--- config.mk ---
export PLATFORM = sky130hd
export DESIGN_NAME = ctrl_stage_pipe_flat
export DESIGN_NICKNAME = d
export VERILOG_FILES = /design/src/rtl/ctrl_stage_pipe_if.sv /design/src/rtl/ctrl_stage_pipe.sv /design/src/flat_wrapper.sv
export SDC_FILE = /design/constraint.sdc
export NUM_CORES = 1
export LEC_CHECK = 0
export BUFFER_PORTS_ARGS = -buffer_cell sky130_fd_sc_hd__clkbuf_2
export CAP_MARGIN = 15
export CORE_UTILIZATION = 45
export CTS_BUF_LIST = sky130_fd_sc_hd__clkbuf_8
export DETAILED_ROUTE_END_ITERATION = 10
export MAX_ROUTING_LAYER = met4
export PLACE_DENSITY_LB_ADDON = 0.25
export SYNTH_ARGS = -nofsm -noshare
export SYNTH_HDL_FRONTEND = slang
export SYNTH_SLANG_ARGS = --single-unit
--- constraint.sdc ---
create_clock -name clk -period 2.2 [get_ports clk]
set_clock_uncertainty 0.1 [all_clocks]
set_input_delay 0.44 -clock clk [delete_from_list [all_inputs] [get_ports clk]]
set_output_delay 0.44 -clock clk [all_outputs]
set_load 0.02 [all_outputs]
--- src/rtl/ctrl_stage_pipe_if.sv ---
// Control-bundle bus between the opcode decoder / EX-MEM-WB datapath (master)
// and the control-stage pipeline (slave).
interface ctrl_stage_pipe_if #(
    parameter int CNT_W = 16
);
    logic [1:0]       id_reg_wb_src;
    logic             id_reg_write;
    logic             id_mem_read;
    logic             id_mem_write;
    logic             id_ALU_src;
    logic [1:0]       id_ALU_ctrl_op;
    logic [1:0]       id_ctrl_transfer;
    logic [4:0]       id_rd;
    logic [4:0]       id_rs1;
    logic [4:0]       id_rs2;
    logic             flush;

    logic             stall;

    logic [1:0]       ex_reg_wb_src;
    logic [1:0]       ex_ALU_ctrl_op;
    logic [1:0]       ex_ctrl_transfer;
    logic             ex_reg_write;
    logic             ex_mem_read;
    logic             ex_mem_write;
    logic             ex_ALU_src;
    logic [4:0]       ex_rd;

    logic [1:0]       mem_reg_wb_src;
    logic             mem_reg_write;
    logic             mem_mem_read;
    logic             mem_mem_write;
    logic [4:0]       mem_rd;

    logic [1:0]       wb_reg_wb_src;
    logic             wb_reg_write;
    logic [4:0]       wb_rd;

    logic [CNT_W-1:0] stall_cnt;
    logic [CNT_W-1:0] flush_cnt;

    modport master (
        output id_reg_wb_src, id_reg_write, id_mem_read, id_mem_write, id_ALU_src,
               id_ALU_ctrl_op, id_ctrl_transfer, id_rd, id_rs1, id_rs2, flush,
        input  stall,
               ex_reg_wb_src, ex_ALU_ctrl_op, ex_ctrl_transfer, ex_reg_write,
               ex_mem_read, ex_mem_write, ex_ALU_src, ex_rd,
               mem_reg_wb_src, mem_reg_write, mem_mem_read, mem_mem_write, mem_rd,
               wb_reg_wb_src, wb_reg_write, wb_rd,
               stall_cnt, flush_cnt
    );

    modport slave (
        input  id_reg_wb_src, id_reg_write, id_mem_read, id_mem_write, id_ALU_src,
               id_ALU_ctrl_op, id_ctrl_transfer, id_rd, id_rs1, id_rs2, flush,
        output stall,
               ex_reg_wb_src, ex_ALU_ctrl_op, ex_ctrl_transfer, ex_reg_write,
               ex_mem_read, ex_mem_write, ex_ALU_src, ex_rd,
               mem_reg_wb_src, mem_reg_write, mem_mem_read, mem_mem_write, mem_rd,
               wb_reg_wb_src, wb_reg_write, wb_rd,
               stall_cnt, flush_cnt
    );
endinterface

--- src/rtl/ctrl_stage_pipe.sv ---
// Control-bundle pipeline ID/EX -> EX/MEM -> MEM/WB with load-use bubble
// insertion, flush bubbles and saturating stall/flush event counters.
module ctrl_stage_pipe #(
    parameter int CNT_W = 16
) (
    input  logic              clk,
    input  logic              reset,
    ctrl_stage_pipe_if.slave  bus
);

    typedef struct packed {
        logic [1:0] wb_src;
        logic       reg_write;
        logic       mem_read;
        logic       mem_write;
        logic       alu_src;
        logic [1:0] alu_op;
        logic [1:0] xfer;
        logic [4:0] rd;
    } ex_ctrl_t;

    typedef struct packed {
        logic [1:0] wb_src;
        logic       reg_write;
        logic       mem_read;
        logic       mem_write;
        logic [4:0] rd;
    } mem_ctrl_t;

    typedef struct packed {
        logic [1:0] wb_src;
        logic       reg_write;
        logic [4:0] rd;
    } wb_ctrl_t;

    // A bubble is all-zero except the transfer type, which reads as "none".
    localparam ex_ctrl_t EX_BUBBLE = '{
        wb_src: 2'b00, reg_write: 1'b0, mem_read: 1'b0, mem_write: 1'b0,
        alu_src: 1'b0, alu_op: 2'b00, xfer: 2'b11, rd: 5'd0
    };
    localparam mem_ctrl_t MEM_BUBBLE = '0;
    localparam wb_ctrl_t  WB_BUBBLE  = '0;

    ex_ctrl_t  ex_reg, ex_next, id_bundle;
    mem_ctrl_t mem_reg, mem_next;
    wb_ctrl_t  wb_reg, wb_next;
    logic      stall_next;

    // Load-use detection looks only at the ID/EX register and the ID operands.
    always_comb begin
        stall_next = ex_reg.mem_read && (ex_reg.rd != 5'd0) &&
                     ((ex_reg.rd == bus.id_rs1) || (ex_reg.rd == bus.id_rs2));
    end

    always_comb begin
        id_bundle           = EX_BUBBLE;
        id_bundle.wb_src    = bus.id_reg_wb_src;
        id_bundle.reg_write = bus.id_reg_write && (bus.id_rd != 5'd0);
        id_bundle.mem_read  = bus.id_mem_read;
        id_bundle.mem_write = bus.id_mem_write;
        id_bundle.alu_src   = bus.id_ALU_src;
        id_bundle.alu_op    = bus.id_ALU_ctrl_op;
        id_bundle.xfer      = bus.id_ctrl_transfer;
        id_bundle.rd        = bus.id_rd;
    end

    always_comb begin
        ex_next = id_bundle;
        if (bus.flush || stall_next) begin
            ex_next = EX_BUBBLE;
        end
    end

    always_comb begin
        mem_next           = MEM_BUBBLE;
        mem_next.wb_src    = ex_reg.wb_src;
        mem_next.reg_write = ex_reg.reg_write;
        mem_next.mem_read  = ex_reg.mem_read;
        mem_next.mem_write = ex_reg.mem_write;
        mem_next.rd        = ex_reg.rd;
    end

    always_comb begin
        wb_next           = WB_BUBBLE;
        wb_next.wb_src    = mem_reg.wb_src;
        wb_next.reg_write = mem_reg.reg_write;
        wb_next.rd        = mem_reg.rd;
    end

    // No back-end stall: the later stages advance every cycle.
    always_ff @(posedge clk) begin
        if (reset) begin
            ex_reg  <= EX_BUBBLE;
            mem_reg <= MEM_BUBBLE;
            wb_reg  <= WB_BUBBLE;
        end else begin
            ex_reg  <= ex_next;
            mem_reg <= mem_next;
            wb_reg  <= wb_next;
        end
    end

    logic [1:0]         cnt_event;
    logic [2*CNT_W-1:0] cnt_flat;

    assign cnt_event = {bus.flush, stall_next};

    generate
        for (genvar gi = 0; gi < 2; gi++) begin : g_cnt
            logic [CNT_W-1:0] cnt_reg;
            logic [CNT_W-1:0] cnt_next;

            always_comb begin
                cnt_next = cnt_reg;
                if (cnt_event[gi] && (cnt_reg != {CNT_W{1'b1}})) begin
                    cnt_next = cnt_reg + {{(CNT_W-1){1'b0}}, 1'b1};
                end
            end

            always_ff @(posedge clk) begin
                if (reset) begin
                    cnt_reg <= '0;
                end else begin
                    cnt_reg <= cnt_next;
                end
            end

            assign cnt_flat[gi*CNT_W +: CNT_W] = cnt_reg;
        end
    endgenerate

    assign bus.stall            = stall_next;

    assign bus.ex_reg_wb_src    = ex_reg.wb_src;
    assign bus.ex_ALU_ctrl_op   = ex_reg.alu_op;
    assign bus.ex_ctrl_transfer = ex_reg.xfer;
    assign bus.ex_reg_write     = ex_reg.reg_write;
    assign bus.ex_mem_read      = ex_reg.mem_read;
    assign bus.ex_mem_write     = ex_reg.mem_write;
    assign bus.ex_ALU_src       = ex_reg.alu_src;
    assign bus.ex_rd            = ex_reg.rd;

    assign bus.mem_reg_wb_src   = mem_reg.wb_src;
    assign bus.mem_reg_write    = mem_reg.reg_write;
    assign bus.mem_mem_read     = mem_reg.mem_read;
    assign bus.mem_mem_write    = mem_reg.mem_write;
    assign bus.mem_rd           = mem_reg.rd;

    assign bus.wb_reg_wb_src    = wb_reg.wb_src;
    assign bus.wb_reg_write     = wb_reg.reg_write;
    assign bus.wb_rd            = wb_reg.rd;

    assign bus.stall_cnt        = cnt_flat[CNT_W-1:0];
    assign bus.flush_cnt        = cnt_flat[2*CNT_W-1:CNT_W];

endmodule

--- src/flat_wrapper.sv ---
// flat-port wrapper written by rule: the top's interface ports become plain ports
module ctrl_stage_pipe_flat 
#(
    parameter int CNT_W = 16
)
  (clk, reset, bus_id_reg_wb_src, bus_id_reg_write, bus_id_mem_read, bus_id_mem_write, bus_id_ALU_src, bus_id_ALU_ctrl_op, bus_id_ctrl_transfer, bus_id_rd, bus_id_rs1, bus_id_rs2, bus_flush, bus_stall, bus_ex_reg_wb_src, bus_ex_ALU_ctrl_op, bus_ex_ctrl_transfer, bus_ex_reg_write, bus_ex_mem_read, bus_ex_mem_write, bus_ex_ALU_src, bus_ex_rd, bus_mem_reg_wb_src, bus_mem_reg_write, bus_mem_mem_read, bus_mem_mem_write, bus_mem_rd, bus_wb_reg_wb_src, bus_wb_reg_write, bus_wb_rd, bus_stall_cnt, bus_flush_cnt);
  ctrl_stage_pipe_if #(.CNT_W(CNT_W)) bus_i ();
  input  logic clk;
  input  logic reset;
  input wire logic [$bits(bus_i.id_reg_wb_src)-1:0] bus_id_reg_wb_src;
  input wire logic [$bits(bus_i.id_reg_write)-1:0] bus_id_reg_write;
  input wire logic [$bits(bus_i.id_mem_read)-1:0] bus_id_mem_read;
  input wire logic [$bits(bus_i.id_mem_write)-1:0] bus_id_mem_write;
  input wire logic [$bits(bus_i.id_ALU_src)-1:0] bus_id_ALU_src;
  input wire logic [$bits(bus_i.id_ALU_ctrl_op)-1:0] bus_id_ALU_ctrl_op;
  input wire logic [$bits(bus_i.id_ctrl_transfer)-1:0] bus_id_ctrl_transfer;
  input wire logic [$bits(bus_i.id_rd)-1:0] bus_id_rd;
  input wire logic [$bits(bus_i.id_rs1)-1:0] bus_id_rs1;
  input wire logic [$bits(bus_i.id_rs2)-1:0] bus_id_rs2;
  input wire logic [$bits(bus_i.flush)-1:0] bus_flush;
  output wire logic [$bits(bus_i.stall)-1:0] bus_stall;
  output wire logic [$bits(bus_i.ex_reg_wb_src)-1:0] bus_ex_reg_wb_src;
  output wire logic [$bits(bus_i.ex_ALU_ctrl_op)-1:0] bus_ex_ALU_ctrl_op;
  output wire logic [$bits(bus_i.ex_ctrl_transfer)-1:0] bus_ex_ctrl_transfer;
  output wire logic [$bits(bus_i.ex_reg_write)-1:0] bus_ex_reg_write;
  output wire logic [$bits(bus_i.ex_mem_read)-1:0] bus_ex_mem_read;
  output wire logic [$bits(bus_i.ex_mem_write)-1:0] bus_ex_mem_write;
  output wire logic [$bits(bus_i.ex_ALU_src)-1:0] bus_ex_ALU_src;
  output wire logic [$bits(bus_i.ex_rd)-1:0] bus_ex_rd;
  output wire logic [$bits(bus_i.mem_reg_wb_src)-1:0] bus_mem_reg_wb_src;
  output wire logic [$bits(bus_i.mem_reg_write)-1:0] bus_mem_reg_write;
  output wire logic [$bits(bus_i.mem_mem_read)-1:0] bus_mem_mem_read;
  output wire logic [$bits(bus_i.mem_mem_write)-1:0] bus_mem_mem_write;
  output wire logic [$bits(bus_i.mem_rd)-1:0] bus_mem_rd;
  output wire logic [$bits(bus_i.wb_reg_wb_src)-1:0] bus_wb_reg_wb_src;
  output wire logic [$bits(bus_i.wb_reg_write)-1:0] bus_wb_reg_write;
  output wire logic [$bits(bus_i.wb_rd)-1:0] bus_wb_rd;
  output wire logic [$bits(bus_i.stall_cnt)-1:0] bus_stall_cnt;
  output wire logic [$bits(bus_i.flush_cnt)-1:0] bus_flush_cnt;
  assign bus_i.id_reg_wb_src = bus_id_reg_wb_src;
  assign bus_i.id_reg_write = bus_id_reg_write;
  assign bus_i.id_mem_read = bus_id_mem_read;
  assign bus_i.id_mem_write = bus_id_mem_write;
  assign bus_i.id_ALU_src = bus_id_ALU_src;
  assign bus_i.id_ALU_ctrl_op = bus_id_ALU_ctrl_op;
  assign bus_i.id_ctrl_transfer = bus_id_ctrl_transfer;
  assign bus_i.id_rd = bus_id_rd;
  assign bus_i.id_rs1 = bus_id_rs1;
  assign bus_i.id_rs2 = bus_id_rs2;
  assign bus_i.flush = bus_flush;
  assign bus_stall = bus_i.stall;
  assign bus_ex_reg_wb_src = bus_i.ex_reg_wb_src;
  assign bus_ex_ALU_ctrl_op = bus_i.ex_ALU_ctrl_op;
  assign bus_ex_ctrl_transfer = bus_i.ex_ctrl_transfer;
  assign bus_ex_reg_write = bus_i.ex_reg_write;
  assign bus_ex_mem_read = bus_i.ex_mem_read;
  assign bus_ex_mem_write = bus_i.ex_mem_write;
  assign bus_ex_ALU_src = bus_i.ex_ALU_src;
  assign bus_ex_rd = bus_i.ex_rd;
  assign bus_mem_reg_wb_src = bus_i.mem_reg_wb_src;
  assign bus_mem_reg_write = bus_i.mem_reg_write;
  assign bus_mem_mem_read = bus_i.mem_mem_read;
  assign bus_mem_mem_write = bus_i.mem_mem_write;
  assign bus_mem_rd = bus_i.mem_rd;
  assign bus_wb_reg_wb_src = bus_i.wb_reg_wb_src;
  assign bus_wb_reg_write = bus_i.wb_reg_write;
  assign bus_wb_rd = bus_i.wb_rd;
  assign bus_stall_cnt = bus_i.stall_cnt;
  assign bus_flush_cnt = bus_i.flush_cnt;
  ctrl_stage_pipe #(.CNT_W(CNT_W)) u_core (.clk(clk), .reset(reset), .bus(bus_i));
endmodule
# Yosys cells after proc, flatten, opt, wreduce, memory -nomap -nowiden
# Cells that the tools add are included.
# totals
out_inout_bits,66
in_bits,28
elab_cells,34
ff_bits,65
# op_classes
n_reduce_logical,10
n_eq_ne,4
add_sub_neg,2
# ops
operator,count
adder 16 x 1 -> 16 bit (second input constant),2
!= test 16 bit (second input constant),2
== test 5 bit,2
nonzero test 5 bit,2
logical AND 1 bit,5
logical OR 1 bit,2
OR reduction 2 bit,1

# Longest topological paths before layout
# depth
depth_word,5
mapped_depth,7
mapped_depth_nobuf,6

# Worst setup path before layout
# Ideal clock, no wire load.
# synth_path
path_kind,register to register
startpoint,"reg u_core.g_cnt[0].cnt_reg[0], in the netlist u_core.bus.stall_cnt[0]"
endpoint,"reg u_core.g_cnt[0].cnt_reg[8], in the netlist u_core.bus.stall_cnt[8]"
path_slack_ns,-0.033
stages_incl_launch_ff,8
setup_ns,0.123
synth_period_minus_slack_ns,2.233
t_arrival_ns,2.009
required_ns,1.977
path_buffers,1
path_cell_list,dfxtp_1 -> ha_1 -> nand4_1 -> or2_1 -> o31ai_4 -> buf_8 -> nor4_1 -> mux2_1
# synth_via
elab_chain_cells,2
elab_cells_between_ends,3
classes_between,add/sub (1); eq/ne (1); reduce/logical (1)
# synth_rtl
item,line,source
start: declaration,ctrl_stage_pipe.sv:110,logic [CNT_W-1:0] cnt_reg;
start signal: assignment,ctrl_stage_pipe.sv:124,cnt_reg <= cnt_next;
branches (longest 2 deep; another with adder 16 x 1 -> 16 bit),--,
# Parallel ways; which one is timed is not known.
# A chain may end at the register's enable or synchronous reset.

# Worst setup path after layout
# layout_path
startpoint,reg u_core.ex_reg (netlist bit u_core.bus.ex_rd[0])
endpoint,out bus_stall
# layout_via
elab_chain_cells,3
elab_cells_between_ends,6
classes_between,eq/ne (2); reduce/logical (4)
# layout_rtl
item,line,source
start: declaration,ctrl_stage_pipe.sv:44,"ex_ctrl_t ex_reg, ex_next, id_bundle;"
start signal: assignment,ctrl_stage_pipe.sv:97,ex_reg <= ex_next;
== test 5 bit / nonzero test 5 bit (equally long branches),"ctrl_stage_pipe.sv:52, ctrl_stage_pipe.sv:51",
logical OR 1 bit / logical AND 1 bit (equally long branches),"ctrl_stage_pipe.sv:52, ctrl_stage_pipe.sv:51",
logical AND 1 bit (*),ctrl_stage_pipe.sv:51,stall_next = ex_reg.mem_read && (ex_reg.rd != 5'd0) &&
end: declaration,flat_wrapper.sv:21,output wire logic [$bits(bus_i.stall)-1:0] bus_stall;
# Mark *: on every way between the ends. The rest lies on a longest branch, timed or not.

==> results.txt <==
status: finished, violations left
failing checks: setup timing
WL met1: 2.81 mm
Avg WL per Cell: 13.1 µm
Via density: 5.22
Hold Path Class: primary input to flip-flop
Area Growth Syn to Fin: 31.4%
Pre-antenna DRT Iters: 5
Max Cap Viol: 0
placed inst area: 3330 µm²
Post-Synth XOR/XNOR Area: 6.68%
non-filler cells, final: 473
Synthesized Nets: 317
main combinational cell family by area after synthesis: simple AND/OR/NAND/NOR gates
P_leak: 1.51 nW
Critical Path Max Stage Delay: 0.56 ns
final setup margin: -0.00859 ns
worst-margin pin slew: 0.492 ns
Final ANT Viol Nets: 0
setup violators final: 1
Die Y-Extent: 80.2 µm
maximum number of pins on one net before global-route repair: 31
final core occ: 61.1%
Top Ports: 94
Core Region: 5920 µm²
CTS buffer count: 9
top cell type's share of synthesized area: 47.3%
GRT overflow: 0
Period Utilization, post-route: 100%
Initial Utilization: 46.5%
cell count after synthesis: 287
hold_buf cts: 0
ys flop type: dfxtp_1
first-pass GRT wire length: 9.94 mm
highest routed layer: met4
post-detail-place hpwl: 4.27 mm
clock sink count: 65
nets@finish: 423
crit-path cells: or4_4 > o21ai_4 > nor2_4 > buf_6
routability congestion estimate: 0.800
clk slew on worst S/H paths: 0.07 ns
Post-synth ARST share: 0%
FF+latch count, synth: 65
Clk Latency, worst-skew pair: 0.33 ns
Register Area: 1320 µm²
Synth area leader: dfxtp_1
Final Hold Fails: 0
initial antenna violation count: 0
sequential area share after synthesis: 47.3%
GRT Total Usage: 20.6%
Avg Synthesized Cell Area: 9.59 µm²
Slew Limit Fails: 0
# rows: 28
Yosys warnings: 0
mapped cell area: 2750 µm²
unique cell type count in the Yosys netlist: 49
initial drt markers: 93
mux cell area share after synthesis: 2.77%
ant diodes: 0
fmax: 0.453 GHz
CTS tree: yes
via total after detailed routing: 2469
fraction of layout cells with a size suffix above 1: 36.2%
Area contributors post-synth: dfxtp_1 (47%), nor2b_1 (5.2%), xnor2_1 (3.5%), and2_1 (3.2%), xor2_1 (3.2%)
fin crit period: 2.21 ns
Root Buffer: clkbuf_8
Synth Area in Simple Gates: 26.5%
compound-cell area share of the yosys netlist: 12.5%
worst path required time: 1.66 ns
RSZ-0062 raised after global routing: true
multi-input logic area: 1380 µm²
Worst Setup End Kind: primary output
hold_ws: 0.180 ns
Worst Path Max Fanout: 5
die width: 80.2 µm
DR WL met2: 2.99 mm
CP startpoint kind: flip-flop
drt total wl: 6.19 mm
die area: 6430 µm²
routed wl met3: 279 µm
WS Path Type: flip-flop to primary output
Max Root-Sink Buffers: 2
Final Instance Area: 3620 µm²
DP Cell Count: 450
Rel. slew slack: 66.9%
vias in the first global route: 2191
drt drc: 0
PortBufs: 93
Post-synth EDFFs: 0
VDD IR-drop max: 0.000401 V
Filler cells: 520
Synth Area in Adders: 0.909%
Worst path slowest cell: or4_4
worst endpoint data arrival time: 1.67 ns
CTS H-tree lvls: 3
pwr dens: 633 nW/µm²
[final cells by class]
cell class | instances | share of cell area [%]
clock buffers | 10 | 3.81
clock inverters | 6 | 1.00
repair buffers | 109 | 17.5
well taps | 75 | 2.60
inverters | 5 | 0.519
multi-input cells | 203 | 38.2
flip-flops and latches | 65 | 36.4
[state kept, by name, summed over array words and instances, names as in the netlist, 2 cells and up]
register,flops
u_core.bus.ex_rd,5
u_core.bus.flush_cnt,16
u_core.bus.wb_rd,5
u_core.bus.ex_ctrl_transfer,2
u_core.bus.stall_cnt,16
u_core.bus.mem_reg_wb_src,2
u_core.bus.wb_reg_wb_src,2
u_core.bus.ex_ALU_ctrl_op,2
u_core.bus.ex_reg_wb_src,2
u_core.bus.mem_rd,5
[per-layer routing]
| metal | GRT usage (%) | up-vias |
|---|---|---|
| met4 | 10.4 | 0 |
| met3 | 3.75 | 10 |
| li1 | - | 1237 |
| met2 | 33.1 | 63 |
| met1 | 24.8 | 1159 |
| met5 | - | - |
[kinds of logic (layout without fill, tap and decap cells)]
family                   after synthesis  after routing
XOR/XNOR                              21             21
adder cells (fa/ha/maj)                2              2
buffers and inverters                 19            130
multiplexers                           7              7
flip-flops                            65             65
AO/OA/AOI/OAI                         45             45
AND/OR/NAND/NOR                      128            128
[cell usage in the layout, fill, tap and decap left out, types with 4 or more instances in the layout]
cell type	count
or3_1	4
nor2b_1	23
a31oi_1	4
xnor2_1	11
inv_1	7
buf_4	13
nand2_1	9
nand4_1	7
dfxtp_1	58
o31ai_1	8
dfxtp_2	5
or4_1	8
and2_1	14
clkbuf_2	92
nor4_1	4
a21oi_1	9
xor2_1	10
and3_1	6
mux2_2	4
nand3_1	14
and4_1	5
clkbuf_8	10
nor2_1	21
nand2b_1	4
[worst paths after layout]
check	start	to	slack [ns]	cells after the start
worst max-delay path	u_core.bus.ex_rd[0]$_SDFF_PP0_	bus_stall	-0.009	4
worst min-delay path	bus_id_ctrl_transfer[1]	u_core.bus.ex_ctrl_transfer[1]$_SDFF_PP1_	0.18	2
worst max register to register	u_core.bus.ex_rd[0]$_SDFF_PP0_	u_core.bus.stall_cnt[6]$_SDFFE_PP0P_	0.08	7
worst min register to register	u_core.bus.mem_rd[2]$_SDFF_PP0_	u_core.bus.wb_rd[2]$_SDFF_PP0_	0.37	1
[cell usage after synthesis, drive strengths merged, types with 6 or more instances]
| cell type | count |
|---|---|
| xor2 | 10 |
| and3 | 6 |
| nor2 | 23 |
| o31ai | 9 |
| clkbuf | 10 |
| nand3 | 14 |
| nand2 | 9 |
| dfxtp | 65 |
| and2 | 14 |
| or4 | 9 |
| xnor2 | 11 |
| a21oi | 9 |
| nand4 | 7 |
| nor2b | 23 |
[worst max-delay path: cells and delay by family (launching register included)]
family,cells,cell delay [ns]
AO/OA/AOI/OAI,1,0.21
buffers and inverters,1,0.13
AND/OR/NAND/NOR,2,0.61
flip-flops,1,0.37
[report_power, final]
group          switching (mW)  total [mW]  internal [mW]
registers              0.0193        1.22           1.20
logic                   0.104       0.192         0.0875
clock network           0.448       0.879          0.431
[through the flow]
| step | setup TNS [ns] | setup slack (ns) | total power, mW |
|---|---|---|---|
| 2_1_floorplan | 0 | 0.0790 | 1.35 |
| 3_3_place_gp | 0 | 0.122 | 1.42 |
| 3_5_place_dp | 0 | 0.0725 | 1.42 |
| 4_1_cts | -0.00534 | -0.00534 | 2.31 |
| 5_1_grt | -0.0451 | -0.0451 | 2.39 |
| 6_report | -0.00859 | -0.00859 | 2.29 |
[timing repair]
| item | CTS | global route |
|---|---|---|
| gates resized for setup | 11 | 6 |
| cloned | 0 | 1 |
| pin swaps | 2 | 4 |
| endpoints found under the setup margin | 1 | 2 |
| buffers inserted | 1 | 5 |
No activity file was read; power rests on OpenSTA's default activity.
